### src/rtl/mul_fu_ctrl_if.sv
// Issue / multiplier / writeback signal bundle for the multiply functional-unit sequencer.
// The slave modport is the sequencer's view; the master modport is the scoreboard/multiplier side.
interface mul_fu_ctrl_if #(
  parameter int WIDTH = 16,
  parameter int TAG_W = 5
);
  logic               issue_valid;
  logic               issue_ready;
  logic [TAG_W-1:0]   issue_tag;
  logic [WIDTH-1:0]   issue_a;
  logic [WIDTH-1:0]   issue_b;
  logic [WIDTH-1:0]   mul_a;
  logic [WIDTH-1:0]   mul_b;
  logic [2*WIDTH:0]   mul_out;
  logic               wb_req;
  logic               wb_grant;
  logic [TAG_W-1:0]   wb_tag;
  logic [2*WIDTH:0]   wb_data;
  logic               busy;
  logic               flush;

  modport master (
    output issue_valid, issue_tag, issue_a, issue_b, mul_out, wb_grant, flush,
    input  issue_ready, mul_a, mul_b, wb_req, wb_tag, wb_data, busy
  );

  modport slave (
    input  issue_valid, issue_tag, issue_a, issue_b, mul_out, wb_grant, flush,
    output issue_ready, mul_a, mul_b, wb_req, wb_tag, wb_data, busy
  );
endinterface

### src/rtl/mul_fu_ctrl.sv
// Multiply FU sequencer: holds operands on the multiplier for LATENCY cycles, then holds the product for writeback.
// Optional MUL_FU_BACK2BACK_EN lets a new issue be accepted in the same cycle as the writeback grant.
module mul_fu_ctrl #(
  parameter int WIDTH   = 16,
  parameter int TAG_W   = 5,
  parameter int LATENCY = 3
) (
  input logic          clk,
  input logic          rst,
  mul_fu_ctrl_if.slave bus
);

  typedef enum logic [1:0] {
    IDLE = 2'd0,
    EXEC = 2'd1,
    DONE = 2'd2
  } state_t;

  state_t             state_r;
  logic [3:0]         cnt_r;
  logic [WIDTH-1:0]   mul_a_r;
  logic [WIDTH-1:0]   mul_b_r;
  logic [TAG_W-1:0]   tag_r;
  logic [TAG_W-1:0]   wb_tag_r;
  logic [2*WIDTH:0]   wb_data_r;
  logic               wb_req_r;
  logic               busy_r;
  logic               issue_ready_r;

  // Control FSM with registered status outputs; flush outranks grant and issue
  always_ff @(posedge clk) begin
    if (rst) begin
      state_r       <= IDLE;
      cnt_r         <= 4'd0;
      mul_a_r       <= '0;
      mul_b_r       <= '0;
      tag_r         <= '0;
      wb_tag_r      <= '0;
      wb_data_r     <= '0;
      wb_req_r      <= 1'b0;
      busy_r        <= 1'b0;
      issue_ready_r <= 1'b1;
    end else if (bus.flush) begin
      state_r       <= IDLE;
      wb_req_r      <= 1'b0;
      busy_r        <= 1'b0;
      issue_ready_r <= 1'b1;
    end else begin
      case (state_r)
        IDLE: begin
          if (bus.issue_valid) begin
            mul_a_r       <= bus.issue_a;
            mul_b_r       <= bus.issue_b;
            tag_r         <= bus.issue_tag;
            cnt_r         <= 4'(LATENCY - 1);
            state_r       <= EXEC;
            busy_r        <= 1'b1;
            issue_ready_r <= 1'b0;
          end else begin
            state_r <= IDLE;
          end
        end
        EXEC: begin
          if (cnt_r != 4'd0) begin
            cnt_r <= cnt_r - 4'd1;
          end else begin
            wb_data_r <= bus.mul_out;
            wb_tag_r  <= tag_r;
            wb_req_r  <= 1'b1;
            state_r   <= DONE;
          end
        end
        DONE: begin
          if (bus.wb_grant) begin
            wb_req_r <= 1'b0;
`ifdef MUL_FU_BACK2BACK_EN
            if (bus.issue_valid) begin
              mul_a_r <= bus.issue_a;
              mul_b_r <= bus.issue_b;
              tag_r   <= bus.issue_tag;
              cnt_r   <= 4'(LATENCY - 1);
              state_r <= EXEC;
            end else begin
              state_r       <= IDLE;
              busy_r        <= 1'b0;
              issue_ready_r <= 1'b1;
            end
`else
            state_r       <= IDLE;
            busy_r        <= 1'b0;
            issue_ready_r <= 1'b1;
`endif
          end else begin
            state_r <= DONE;
          end
        end
        default: begin
          state_r       <= IDLE;
          wb_req_r      <= 1'b0;
          busy_r        <= 1'b0;
          issue_ready_r <= 1'b1;
        end
      endcase
    end
  end

`ifdef MUL_FU_BACK2BACK_EN
  // A grant frees the unit in the same cycle, so DONE may accept the next issue
  assign bus.issue_ready = issue_ready_r | ((state_r == DONE) & bus.wb_grant & ~bus.flush);
`else
  assign bus.issue_ready = issue_ready_r;
`endif

  assign bus.mul_a   = mul_a_r;
  assign bus.mul_b   = mul_b_r;
  assign bus.wb_req  = wb_req_r;
  assign bus.wb_tag  = wb_tag_r;
  assign bus.wb_data = wb_data_r;
  assign bus.busy    = busy_r;

endmodule
### src/flat_wrapper.sv
// flat-port wrapper written by rule: the top's interface ports become plain ports
module mul_fu_ctrl_flat 
#(
  parameter int WIDTH   = 16,
  parameter int TAG_W   = 5,
  parameter int LATENCY = 3
)
  (clk, rst, bus_issue_valid, bus_issue_tag, bus_issue_a, bus_issue_b, bus_mul_out, bus_wb_grant, bus_flush, bus_issue_ready, bus_mul_a, bus_mul_b, bus_wb_req, bus_wb_tag, bus_wb_data, bus_busy);
  mul_fu_ctrl_if #(.WIDTH(WIDTH), .TAG_W(TAG_W)) bus_i ();
  input logic clk;
  input logic rst;
  input wire logic [$bits(bus_i.issue_valid)-1:0] bus_issue_valid;
  input wire logic [$bits(bus_i.issue_tag)-1:0] bus_issue_tag;
  input wire logic [$bits(bus_i.issue_a)-1:0] bus_issue_a;
  input wire logic [$bits(bus_i.issue_b)-1:0] bus_issue_b;
  input wire logic [$bits(bus_i.mul_out)-1:0] bus_mul_out;
  input wire logic [$bits(bus_i.wb_grant)-1:0] bus_wb_grant;
  input wire logic [$bits(bus_i.flush)-1:0] bus_flush;
  output wire logic [$bits(bus_i.issue_ready)-1:0] bus_issue_ready;
  output wire logic [$bits(bus_i.mul_a)-1:0] bus_mul_a;
  output wire logic [$bits(bus_i.mul_b)-1:0] bus_mul_b;
  output wire logic [$bits(bus_i.wb_req)-1:0] bus_wb_req;
  output wire logic [$bits(bus_i.wb_tag)-1:0] bus_wb_tag;
  output wire logic [$bits(bus_i.wb_data)-1:0] bus_wb_data;
  output wire logic [$bits(bus_i.busy)-1:0] bus_busy;
  assign bus_i.issue_valid = bus_issue_valid;
  assign bus_i.issue_tag = bus_issue_tag;
  assign bus_i.issue_a = bus_issue_a;
  assign bus_i.issue_b = bus_issue_b;
  assign bus_i.mul_out = bus_mul_out;
  assign bus_i.wb_grant = bus_wb_grant;
  assign bus_i.flush = bus_flush;
  assign bus_issue_ready = bus_i.issue_ready;
  assign bus_mul_a = bus_i.mul_a;
  assign bus_mul_b = bus_i.mul_b;
  assign bus_wb_req = bus_i.wb_req;
  assign bus_wb_tag = bus_i.wb_tag;
  assign bus_wb_data = bus_i.wb_data;
  assign bus_busy = bus_i.busy;
  mul_fu_ctrl #(.WIDTH(WIDTH), .TAG_W(TAG_W), .LATENCY(LATENCY)) u_core (.clk(clk), .rst(rst), .bus(bus_i));
endmodule
### config.mk
export PLATFORM = sky130hd
export DESIGN_NAME = mul_fu_ctrl_flat
export DESIGN_NICKNAME = d
export VERILOG_FILES = /design/src/rtl/mul_fu_ctrl_if.sv /design/src/rtl/mul_fu_ctrl.sv /design/src/flat_wrapper.sv
export SDC_FILE = /design/constraint.sdc
export NUM_CORES = 1
export LEC_CHECK = 0
export BUFFER_PORTS_ARGS = -buffer_cell sky130_fd_sc_hd__clkbuf_2
export CAP_MARGIN = 20
export CORE_MARGIN = 5
export CORE_UTILIZATION = 43
export CTS_CLUSTER_DIAMETER = 30
export DETAILED_ROUTE_END_ITERATION = 16
export HOLD_SLACK_MARGIN = 0.06
export PLACE_DENSITY = 0.86
export SLEW_MARGIN = 20
export SYNTH_ARGS = -nofsm -noshare
export SYNTH_HDL_FRONTEND = slang
export SYNTH_SLANG_ARGS = --single-unit
### constraint.sdc
create_clock -name clk -period 1.97 [get_ports clk]
set_clock_uncertainty 0.05 [all_clocks]
set_input_delay 0.0985 -clock clk [delete_from_list [all_inputs] [get_ports clk]]
set_output_delay 0.0985 -clock clk [all_outputs]
set_load 0.02 [all_outputs]
=== After elaboration in Yosys (flattened, before gate mapping) ===
Cells that the tools add are included.
W data, S select, Z words.

* Register bits after elaboration: 84
* Output and inout bits: 73

* Add/subtract/negate cells: 1
* Equal/unequal tests: 6
* Muxes and demuxes: 15
* Bitwise operators: 4
* Reduce and logical (&&, ||, !) cells: 9

{| class="wikitable"
|+ Operators with widths
! cell !! number
|-
| $reduce_and A3 Y1 || 4
|-
| $pmux W1 S3 || 3
|-
| $mux W4 || 2
|-
| $pmux W4 S2 || 1
|-
| $mux W1 || 6
|-
| $ne A2 B2 Y1 const B || 3
|-
| $pmux W2 S3 || 1
|-
| $mux W2 || 2
|-
| $not A1 Y1 || 4
|-
| $reduce_and A4 Y1 || 1
|-
| $reduce_bool A4 Y1 || 1
|-
| $sub A4 B1 Y4 const B || 1
|-
| $eq A2 B1 Y1 const B || 1
|-
| $eq A2 B2 Y1 const B || 1
|-
| $logic_not A2 Y1 || 1
|-
| $ne A2 B1 Y1 const B || 1
|-
| $reduce_bool A2 Y1 || 1
|-
| $reduce_or A2 Y1 || 1
|}

=== Longest topological paths before layout ===
Gate-level depths: netlist of run 1.

* Word-level depth: 3
* Mapped depth: 7

=== Least setup slack after synthesis of run 1 ===
OpenSTA, ideal clock, no wires.

* Kind: flip-flop to flip-flop
* From: register u_core.cnt_r[0]
* To: register u_core.wb_data_r[12] (netlist: u_core.bus.wb_data[12])
* Setup time: 132 ps
* Arrival: 1464 ps
* Required time: 1788 ps
* Setup slack: 324 ps
* Stages on the path, launching flop included: 8
* Clock period less this slack: 1646 ps
* Cells stage by stage: dfxtp_1 -> inv_1 -> ha_1 -> or3b_1 -> buf_2 -> buf_1 -> o21ai_1 -> a21oi_1

* Longest elaborated chain between the ends: 3

{| class="wikitable"
|+ Ends and longest elaborated chain
! item !! RTL line !! RTL
|-
| from (decl) || mul_fu_ctrl.sv:20 || <nowiki>logic [3:0] cnt_r;</nowiki>
|-
| from (signal assigned) || mul_fu_ctrl.sv:55 || <nowiki>cnt_r <= 4'(LATENCY - 1);</nowiki>
|-
| from (signal assigned) || mul_fu_ctrl.sv:65 || <nowiki>cnt_r <= cnt_r - 4'd1;</nowiki>
|-
| $reduce_bool A4 Y1 || mul_fu_ctrl.sv:64 || <nowiki>if (cnt_r != 4'd0) begin</nowiki>
|-
| $not A1 Y1 (no source line) || -- ||
|-
| $reduce_and A3 Y1 (no source line) || -- ||
|-
| to (signal assigned) || mul_fu_ctrl.sv:67 || <nowiki>wb_data_r <= bus.mul_out;</nowiki>
|-
| to (decl) || mul_fu_ctrl.sv:25 || <nowiki>logic [2*WIDTH:0] wb_data_r;</nowiki>
|}

No other way between the ends.
A chain may end at the register's enable or synchronous reset.

=== Worst setup path in the final report of run 1 ===
* From: register u_core.cnt_r[0]
* To: register u_core.wb_data_r[10] (netlist: u_core.bus.wb_data[10])

The elaborated chain is that of the path after synthesis.

==> impl_metrics.env, run 1 <==
export IMPL_total_power_mw=3.76
export IMPL_clk_path_buf_depth=2
export IMPL_n_antenna_cell=0
export IMPL_overflow=0
export IMPL_syn_avg_cell_area_um2=8.24
export IMPL_mappedNetlistArea_mm2=0.00323
export IMPL_grt_max_degree=81
export IMPL_routed_wl_um=10500
export IMPL_initial_core_util_pct=44.3
export IMPL_core_area_mm2=0.00729
export IMPL_cts_setup_buffers=0
export IMPL_rsz0062_at_grt="no"
export IMPL_maxSlewViolCount=0
export IMPL_grt_util_all_layers_pct=21.8
export IMPL_die_width_um=96.7
export IMPL_routedWlPerCell_um=14.9
export IMPL_gp_congestion=0.752
export IMPL_layout_drive_gt1_share_pct=29.7
export IMPL_p_leak_nw=2.11
export IMPL_dpl_worst_slack_ns=0.338
export IMPL_clk_pin_slew_ns=0.09
export IMPL_critPathKind="reg2reg"
export IMPL_hold_slack_ns=0.0668
export IMPL_dpl_cell_count=616
export IMPL_synth_seq_area_share_pct=52.0
export IMPL_vdd_drop_max_uv=413
export IMPL_portBuffers=147
export IMPL_setup_ws_ns=0.283
export IMPL_first_pass_iters=4
export IMPL_finalCriticalPeriod_ns=1.69
export IMPL_ys_warn_count=0
export IMPL_synthesis_nets=469
export IMPL_cts_root_buf="clkbuf_8"
export IMPL_ant_nets=0
export IMPL_dpl_cell_area_mm2=0.00403
export IMPL_vias=3622
export IMPL_synth_top_cell_area_share_pct=52.0
export IMPL_grt_antenna_before_repair=0
export IMPL_cts_made_buffers=9
export IMPL_clock_sinks=84
export IMPL_hold_viol=0
export IMPL_ys_top_cells_by_area="dfxtp_1, a21oi_1, nand2_1, nand3_1, o21ai_1"
export IMPL_final_nets=676
export IMPL_crit_path_end_kind="flop"
export IMPL_setup_viol_count_final=0
export IMPL_stdcell_count=702
export IMPL_worstMarginPinSlew_ns=0.418
export IMPL_startpoint_type="flop"
export IMPL_max_freq_mhz=593
export IMPL_timing_final_crit_share_pct=85.6
export IMPL_required_ns=2.15
export IMPL_cts_tree="built"
export IMPL_yosysTopAreaCell="dfxtp_1"
export IMPL_outcome="finished clean"
export IMPL_cap_viol_max_count=0
export IMPL_h_tree_depth=3
export IMPL_final_util_pct=68.1
export IMPL_pin_count=148
export IMPL_fin_area_mm2=0.00497
export IMPL_insertion_delay_ns=0.34
export IMPL_tns_ns=0
export IMPL_grt_pass1_wl_um=17200
export IMPL_fillerInstances=543
export IMPL_std_cell_rows=31
export IMPL_critical_path_arrival_ns=1.87
export IMPL_ys_types=34
export IMPL_vias_per_cell=5.16
export IMPL_grt_pass1_vias=3598
export IMPL_dieArea_mm2=0.00935
export IMPL_power_density_mw_per_mm2=758
export IMPL_ys_ff_latch=84
export IMPL_path_max_fanout=24
export IMPL_die_y_um=96.7
export IMPL_area_growth_pct=53.7
export IMPL_drt_iter0_drc=183
export IMPL_drc=0
export IMPL_synthCells=392
export IMPL_hpwlAfterDp_um=6080
export IMPL_relSlewSlack_pct=72.1
export IMPL_hp_class="in2reg"
-- report_power, final --
part / internal (mW) / switching (mW)
registers: 1.76 / 0.0371
clock network: 0.748 / 0.617
logic: 0.266 / 0.337
-- synth_stat cells --
cell       number
or3b_1          2
a311oi_1        2
nand3_1        39
nand2_1        75
a31oi_1         2
nor4_1          1
or2_1           3
or2_2           1
clkbuf_1       16
ha_1            2
a21oi_1        78
and4bb_2        1
nor3_1          2
a2bb2oi_1       1
dfxtp_1        84
nor2b_1         1
mux2i_1         1
nor3b_2         1
nor3b_1         1
o21bai_1        2
o21ai_0         1
buf_1           2
o21ai_1        38
nand2b_1        2
nor2_1          9
inv_1           3
nor4b_4         1
or4b_1          1
a32o_1          1
o31ai_1         1
nand4bb_1       1
buf_2          12
buf_6           4
o2111ai_1       1
-- logic make-up after synthesis --
logic type / share of synthesized area (%)
and+or+nand+nor: 20.6
AOI/OAI and AO/OA: 20.6
DFF: 52.0
buffers and inverters: 5.69
adders and majority gates: 0.774
muxes: 0.310
-- cell usage in the layout (no fill, tap or decap), drive strengths merged, types with 2 or more instances in the layout --
master       synthesis  layout
clkbuf              16     157
dfxtp               84      84
a21oi               78      78
nand2               75      75
dlygate4sd3          0      71
nand3               39      39
o21ai               39      39
buf                 18      12
nor2                 9       9
inv                  3       4
or2                  4       4
or3b                 2       2
nand2b               2       2
a31oi                2       2
a311oi               2       2
nor3                 2       2
o21bai               2       2
ha                   2       2
bufinv               0       2
nor3b                2       2
-- flip-flops by register name, summed over array words and instances (netlist names) --
register,cells
u_core.bus.wb_req,1
u_core.cnt_r,4
u_core.tag_r,5
u_core.bus.mul_b,16
u_core.bus.issue_ready,1
u_core.state_r,2
u_core.bus.wb_tag,5
u_core.bus.mul_a,16
u_core.bus.wb_data,33
u_core.bus.busy,1
-- critical path, stage by stage, from the launching register on --
cell     delay [ns]
dfxtp_1        0.33
inv_1          0.10
ha_1           0.21
or3b_1         0.38
buf_4          0.23
o21ai_1        0.18
a21oi_1        0.09
-- timing repair --
item,4_1_cts,5_1_grt
resized for setup,0,0
hold buffers,71,0
hold endpoints to repair,72,0
-- path summary, 6_finish.rpt --
kind / start / end / slack [ns] / cells after the start
worst min register to register: u_core.bus.mul_a[8] / u_core.bus.mul_a[8] / 0.40 / 2
worst max-delay path: u_core.cnt_r[0] / u_core.bus.wb_data[10] / 0.28 / 6
worst min-delay path: rst / u_core.state_r[0] / 0.07 / 3
worst max register to register: u_core.cnt_r[0] / u_core.bus.wb_data[10] / 0.28 / 6
-- metal layers --
layer	global-route usage [%]	up-vias	wire [µm]
li1	-	1769	-
met1	24.7	1679	4170
met2	37.5	138	5290
met3	6.04	36	585
met4	10.9	0	424
met5	0	-	0
-- cell type report --
class	instances	area, µm²	share of cell area, %
flip-flops and latches	84	1680	33.9
repair buffers	230	1550	31.2
multi-input cells	271	1380	27.7
clock buffers	10	138	2.77
well taps	99	124	2.49
clock inverters	5	85.1	1.71
inverters	3	11.3	0.227
Note: power is estimated with default switching activity, not from simulation.
==> inputs of run 2 (changes only) <==
--- a/config.mk
+++ b/config.mk
@@ -12,7 +12,7 @@
 export CTS_CLUSTER_DIAMETER = 30
 export DETAILED_ROUTE_END_ITERATION = 16
 export HOLD_SLACK_MARGIN = 0.06
-export PLACE_DENSITY = 0.86
+export PLACE_DENSITY = 0.8
 export SLEW_MARGIN = 20
 export SYNTH_ARGS = -nofsm -noshare
 export SYNTH_HDL_FRONTEND = slang
==> impl_metrics.env, run 2 (synthesis gave the netlist of run 1 again) <==
export IMPL_hp_class="in2reg"
export IMPL_layout_drive_gt1_share_pct=29.9
export IMPL_pin_count=148
export IMPL_worstMarginPinSlew_ns=0.417
export IMPL_max_stage_delay_ns=0.36
export IMPL_clock_sinks=84
export IMPL_fillerInstances=594
export IMPL_finalCriticalPeriod_ns=1.73
export IMPL_std_cell_rows=31
export IMPL_setup_viol_count_final=0
export IMPL_hold_slack_ns=0.124
export IMPL_power_density_mw_per_mm2=704
export IMPL_r2r_slack_ns=0.24
export IMPL_rsz0062_at_grt="no"
export IMPL_core_area_mm2=0.00729
export IMPL_routed_wl_um=10000
export IMPL_cts_repair_resized=0
export IMPL_portBuffers=147
export IMPL_h_tree_depth=3
export IMPL_p_int_mw=2.49
export IMPL_first_pass_iters=4
export IMPL_crit_path_end_kind="flop"
export IMPL_area_growth_pct=52.8
export IMPL_routedWlPerCell_um=14.2
export IMPL_dieArea_mm2=0.00935
export IMPL_cts_made_buffers=9
export IMPL_clkPwrFrac_pct=31.1
export IMPL_ant_nets=0
export IMPL_final_common_cell="clkbuf_2"
export IMPL_wl_met2_um=5030
export IMPL_path_max_fanout=38
export IMPL_overflow=0
export IMPL_rr_worst_depth=6
export IMPL_dpl_cell_area_mm2=0.00405
export IMPL_insertion_delay_ns=0.34
export IMPL_cts_tree="built"
export IMPL_dpl_cell_count=617
export IMPL_tns_ns=0
export IMPL_worstReg2RegEnd="u_core.bus.wb_data[4]"
export IMPL_drt_iter0_drc=174
export IMPL_fin_area_mm2=0.00494
export IMPL_initial_core_util_pct=44.3
export IMPL_clk_path_buf_depth=2
export IMPL_critical_path_arrival_ns=1.90
export IMPL_seqPwrFrac_pct=51.6
export IMPL_gp_congestion=0.817
export IMPL_p_leak_nw=2.09
export IMPL_hold_path_end="u_core.state_r[0]"
export IMPL_maxSlewViolCount=0
export IMPL_startpoint_type="flop"
export IMPL_vias=3555
export IMPL_stdcell_count=704
export IMPL_grt_util_all_layers_pct=20.9
export IMPL_worstReg2RegStart="u_core.cnt_r[0]"
export IMPL_p_sw_share_pct=28.5
export IMPL_timing_final_crit_share_pct=87.8
export IMPL_p_sw_uw=989
export IMPL_slowest_stage="or3b_1"
export IMPL_wl_met3_um=549
export IMPL_outcome="finished clean"
export IMPL_die_y_um=96.7
export IMPL_layout_common_cells="clkbuf_2, dfxtp_1, a21oi_1, nand2_1, dlygate4sd3_1"
export IMPL_min_path_cells=3
export IMPL_final_nets=677
export IMPL_cap_viol_max_count=0
export IMPL_wl_met1_um=4050
export IMPL_hp_start="bus_issue_valid"
export IMPL_required_ns=2.14
export IMPL_multi_input_area_mm2=0.00138
export IMPL_drc=0
export IMPL_die_width_um=96.7
export IMPL_routed_top_layer="met4"
export IMPL_largest_register_ffs=33
export IMPL_critPathKind="reg2reg"
export IMPL_layout_area_seq_mm2=0.00168
export IMPL_max_freq_mhz=578
export IMPL_grt_max_degree=46
export IMPL_grt_antenna_before_repair=0
export IMPL_clk_pin_slew_ns=0.08
export IMPL_hpwlAfterDp_um=6210
export IMPL_hold_viol=0
export IMPL_vias_per_cell=5.05
export IMPL_pwr_share_comb_pct=17.3
export IMPL_vdd_drop_max_uv=346
export IMPL_n_antenna_cell=0
export IMPL_grt_pass1_wl_um=16500
export IMPL_total_power_mw=3.47
export IMPL_cp_cell_sequence="inv_1 -> ha_1 -> or3b_1 -> buf_4 -> o21ai_1 -> a21oi_1"
export IMPL_grt_pass1_vias=3439
export IMPL_relSlewSlack_pct=72.2
export IMPL_cts_root_buf="clkbuf_8"
run 2: timing repair:
item                                   CTS  global route
endpoints found under the hold margin   73             0
setup buffers                            0             0
hold buffers                            71             0
run 2: per-stage QoR:
stage	utilization, %	setup WS [ns]
after floorplan	-	0.324
after global placement	55.6	0.383
after detailed placement	55.6	0.294
after CTS	67.7	0.257
after global routing	67.7	0.130
final	67.7	0.240
run 2: worst max path at each step:
stage	depth (start not counted)	from	slack, ns	endpoint
after floorplan	7	u_core.cnt_r[0]	0.32	u_core.bus.wb_data[12]
after detailed placement	6	u_core.cnt_r[0]	0.29	u_core.bus.wb_data[4]
final	6	u_core.cnt_r[0]	0.24	u_core.bus.wb_data[4]
after global routing	6	u_core.cnt_r[0]	0.13	u_core.bus.wb_data[5]
after global placement	6	u_core.cnt_r[0]	0.38	u_core.bus.wb_data[7]
after CTS	6	u_core.cnt_r[0]	0.26	u_core.bus.wb_data[4]
run 2: routing by layer:
metal  vias up  GRT usage, %
met1      1617          24.2
li1       1769             -
met5         -             0
met2       136          36.4
met4         0          10.3
met3        33          4.53
run 2: layout make-up:
type | count | area share [%]
flip-flops and latches | 84 | 34.1
repair buffers | 231 | 31.8
clock buffers | 9 | 2.51
clock inverters | 7 | 1.04
well taps | 99 | 2.51
multi-input cells | 271 | 27.9
inverters | 3 | 0.228
run 2: critical path: cells and delay by family, from the launching register on:
family / cells / cell delay, ns
and+or+nand+nor: 1 / 0.36
AOI/OAI and AO/OA: 2 / 0.27
adders and majority gates: 1 / 0.20
buffers and inverters: 2 / 0.37
DFF: 1 / 0.34
run 2: power by group through the flow:
stage | logic (mW) | registers (mW) | clock network (mW)
after floorplan | 0.237 | 1.89 | 0
after global placement | 0.472 | 1.83 | 0
after detailed placement | 0.480 | 1.83 | 0
after CTS | 0.593 | 1.79 | 1.12
after global routing | 0.651 | 1.80 | 1.18
final | 0.601 | 1.79 | 1.08
==> inputs of run 3 (changes only) <==
--- a/config.mk
+++ b/config.mk
@@ -8,11 +8,11 @@
 export BUFFER_PORTS_ARGS = -buffer_cell sky130_fd_sc_hd__clkbuf_2
 export CAP_MARGIN = 20
 export CORE_MARGIN = 5
-export CORE_UTILIZATION = 43
+export CORE_UTILIZATION = 46
 export CTS_CLUSTER_DIAMETER = 30
 export DETAILED_ROUTE_END_ITERATION = 16
 export HOLD_SLACK_MARGIN = 0.06
-export PLACE_DENSITY = 0.8
+export PLACE_DENSITY = 0.85
 export SLEW_MARGIN = 20
 export SYNTH_ARGS = -nofsm -noshare
 export SYNTH_HDL_FRONTEND = slang
==> impl_metrics.env, run 3 (synthesis gave the netlist of run 1 again) <==
export IMPL_outcome="finished clean"
export IMPL_routedWlPerCell_um=15.7
export IMPL_required_ns=2.15
export IMPL_final_nets=675
export IMPL_dpl_cell_area_mm2=0.00402
export IMPL_cts_tree="built"
export IMPL_layout_drive_gt1_share_pct=29.6
export IMPL_timing_final_crit_share_pct=89.3
export IMPL_hold_viol=0
export IMPL_setup_viol_count_final=0
export IMPL_drc=0
export IMPL_first_pass_iters=4
export IMPL_startpoint_type="flop"
export IMPL_vias_per_cell=5.22
export IMPL_clk_pin_slew_ns=0.09
export IMPL_seqPwrFrac_pct=45.0
export IMPL_grt_max_degree=40
export IMPL_critPathKind="reg2reg"
export IMPL_worstMarginPinSlew_ns=0.538
export IMPL_hp_class="in2reg"
export IMPL_max_freq_mhz=569
export IMPL_cts_root_buf="clkbuf_8"
export IMPL_clk_path_buf_depth=2
export IMPL_std_cell_rows=30
export IMPL_grt_pass1_wl_um=17200
export IMPL_r2r_slack_ns=0.21
export IMPL_cts_setup_buffers=0
export IMPL_clkPwrFrac_pct=39.8
export IMPL_portBuffers=147
export IMPL_overflow=0
export IMPL_cts_made_buffers=9
export IMPL_layout_common_cells="clkbuf_2, dfxtp_1, a21oi_1, nand2_1, dlygate4sd3_1"
export IMPL_total_power_mw=3.99
export IMPL_fin_area_mm2=0.00500
export IMPL_grt_util_all_layers_pct=24.4
export IMPL_vias=3656
export IMPL_crit_path_end_kind="flop"
export IMPL_grt_pass1_vias=3659
export IMPL_tns_ns=0
export IMPL_insertion_delay_ns=0.34
export IMPL_core_area_mm2=0.00683
export IMPL_cts_hold_buf=71
export IMPL_dpl_cell_count=612
export IMPL_p_leak_nw=2.13
export IMPL_critical_path_arrival_ns=1.93
export IMPL_area_growth_pct=54.6
export IMPL_vdd_drop_max_uv=461
export IMPL_cap_viol_max_count=0
export IMPL_dieArea_mm2=0.00880
export IMPL_drt_iter0_drc=192
export IMPL_h_tree_depth=3
export IMPL_cts_repair_resized=0
export IMPL_path_max_fanout=38
export IMPL_pin_count=148
export IMPL_setup_ws_ns=0.211
export IMPL_hpwlAfterDp_um=6270
export IMPL_p_int_mw=2.99
export IMPL_finalCriticalPeriod_ns=1.76
export IMPL_maxSlewViolCount=0
export IMPL_initial_core_util_pct=47.3
export IMPL_relSlewSlack_pct=64.1
export IMPL_die_y_um=93.8
export IMPL_ant_nets=0
export IMPL_die_width_um=93.8
export IMPL_fillerInstances=500
export IMPL_largest_register_ffs=33
export IMPL_routed_wl_um=11000
export IMPL_final_common_cell="clkbuf_2"
export IMPL_dpl_worst_slack_ns=0.285
export IMPL_stdcell_count=700
export IMPL_p_sw_mw=1.00
export IMPL_clock_sinks=84
export IMPL_rsz0062_at_grt="no"
export IMPL_grt_antenna_before_repair=0
export IMPL_gp_congestion=0.884
export IMPL_p_sw_share_pct=25.1
export IMPL_power_density_mw_per_mm2=799
export IMPL_pwr_share_comb_pct=15.2
run 3: worst paths after layout:
path | depth (start not counted) | to | from
worst max-delay path | 6 | u_core.bus.wb_data[22] | u_core.cnt_r[0]
worst min-delay path | 3 | u_core.state_r[0] | bus_issue_valid
worst max register to register | 6 | u_core.bus.wb_data[22] | u_core.cnt_r[0]
worst min register to register | 2 | u_core.bus.mul_a[10] | u_core.bus.mul_a[10]
run 3: layout make-up:
| type | count | area (µm²) | area share [%] |
|---|---|---|---|
| diodes | 2 | 5.00 | 0.100 |
| repair buffers | 229 | 1540 | 30.8 |
| inverters | 3 | 11.3 | 0.225 |
| clock buffers | 9 | 124 | 2.48 |
| well taps | 96 | 120 | 2.40 |
| flip-flops and latches | 84 | 1680 | 33.7 |
| multi-input cells | 271 | 1380 | 27.6 |
| clock inverters | 6 | 136 | 2.73 |
run 3: worst max-delay path, stage by stage, from the launching register on:
cell     delay [ns]
dfxtp_1        0.34
inv_1          0.11
ha_1           0.21
or3b_1         0.35
buf_4          0.26
o21ai_1        0.22
a21oi_1        0.10
run 3: per-layer routing:
| metal | routed length, µm | global-route usage (%) | part of all wire (%) | vias up |
|---|---|---|---|---|
| met3 | 694 | 3.93 | 6.3 | 34 |
| met2 | 5830 | 44.2 | 53 | 179 |
| met1 | 4120 | 26.8 | 37 | 1683 |
| li1 | - | - | - | 1760 |
| met4 | 370 | 13.8 | 3.4 | 0 |
| met5 | 0 | 0 | 0 | - |
run 3: metrics by stage:
step | utilization (%) | hold WS (ns)
2_1_floorplan | - | 0.184
3_3_place_gp | 58.9 | 0.270
3_5_place_dp | 58.9 | 0.278
4_1_cts | 73.1 | 0.118
5_1_grt | 73.1 | 0.163
6_report | 73.2 | 0.135
run 3: power groups by stage:
stage	Combinational, mW	Clock (mW)	Sequential, mW
after global routing	0.655	1.67	1.80
after global placement	0.467	0	1.83
final	0.607	1.59	1.80
after floorplan	0.237	0	1.89
after CTS	0.592	1.61	1.79
after detailed placement	0.480	0	1.83
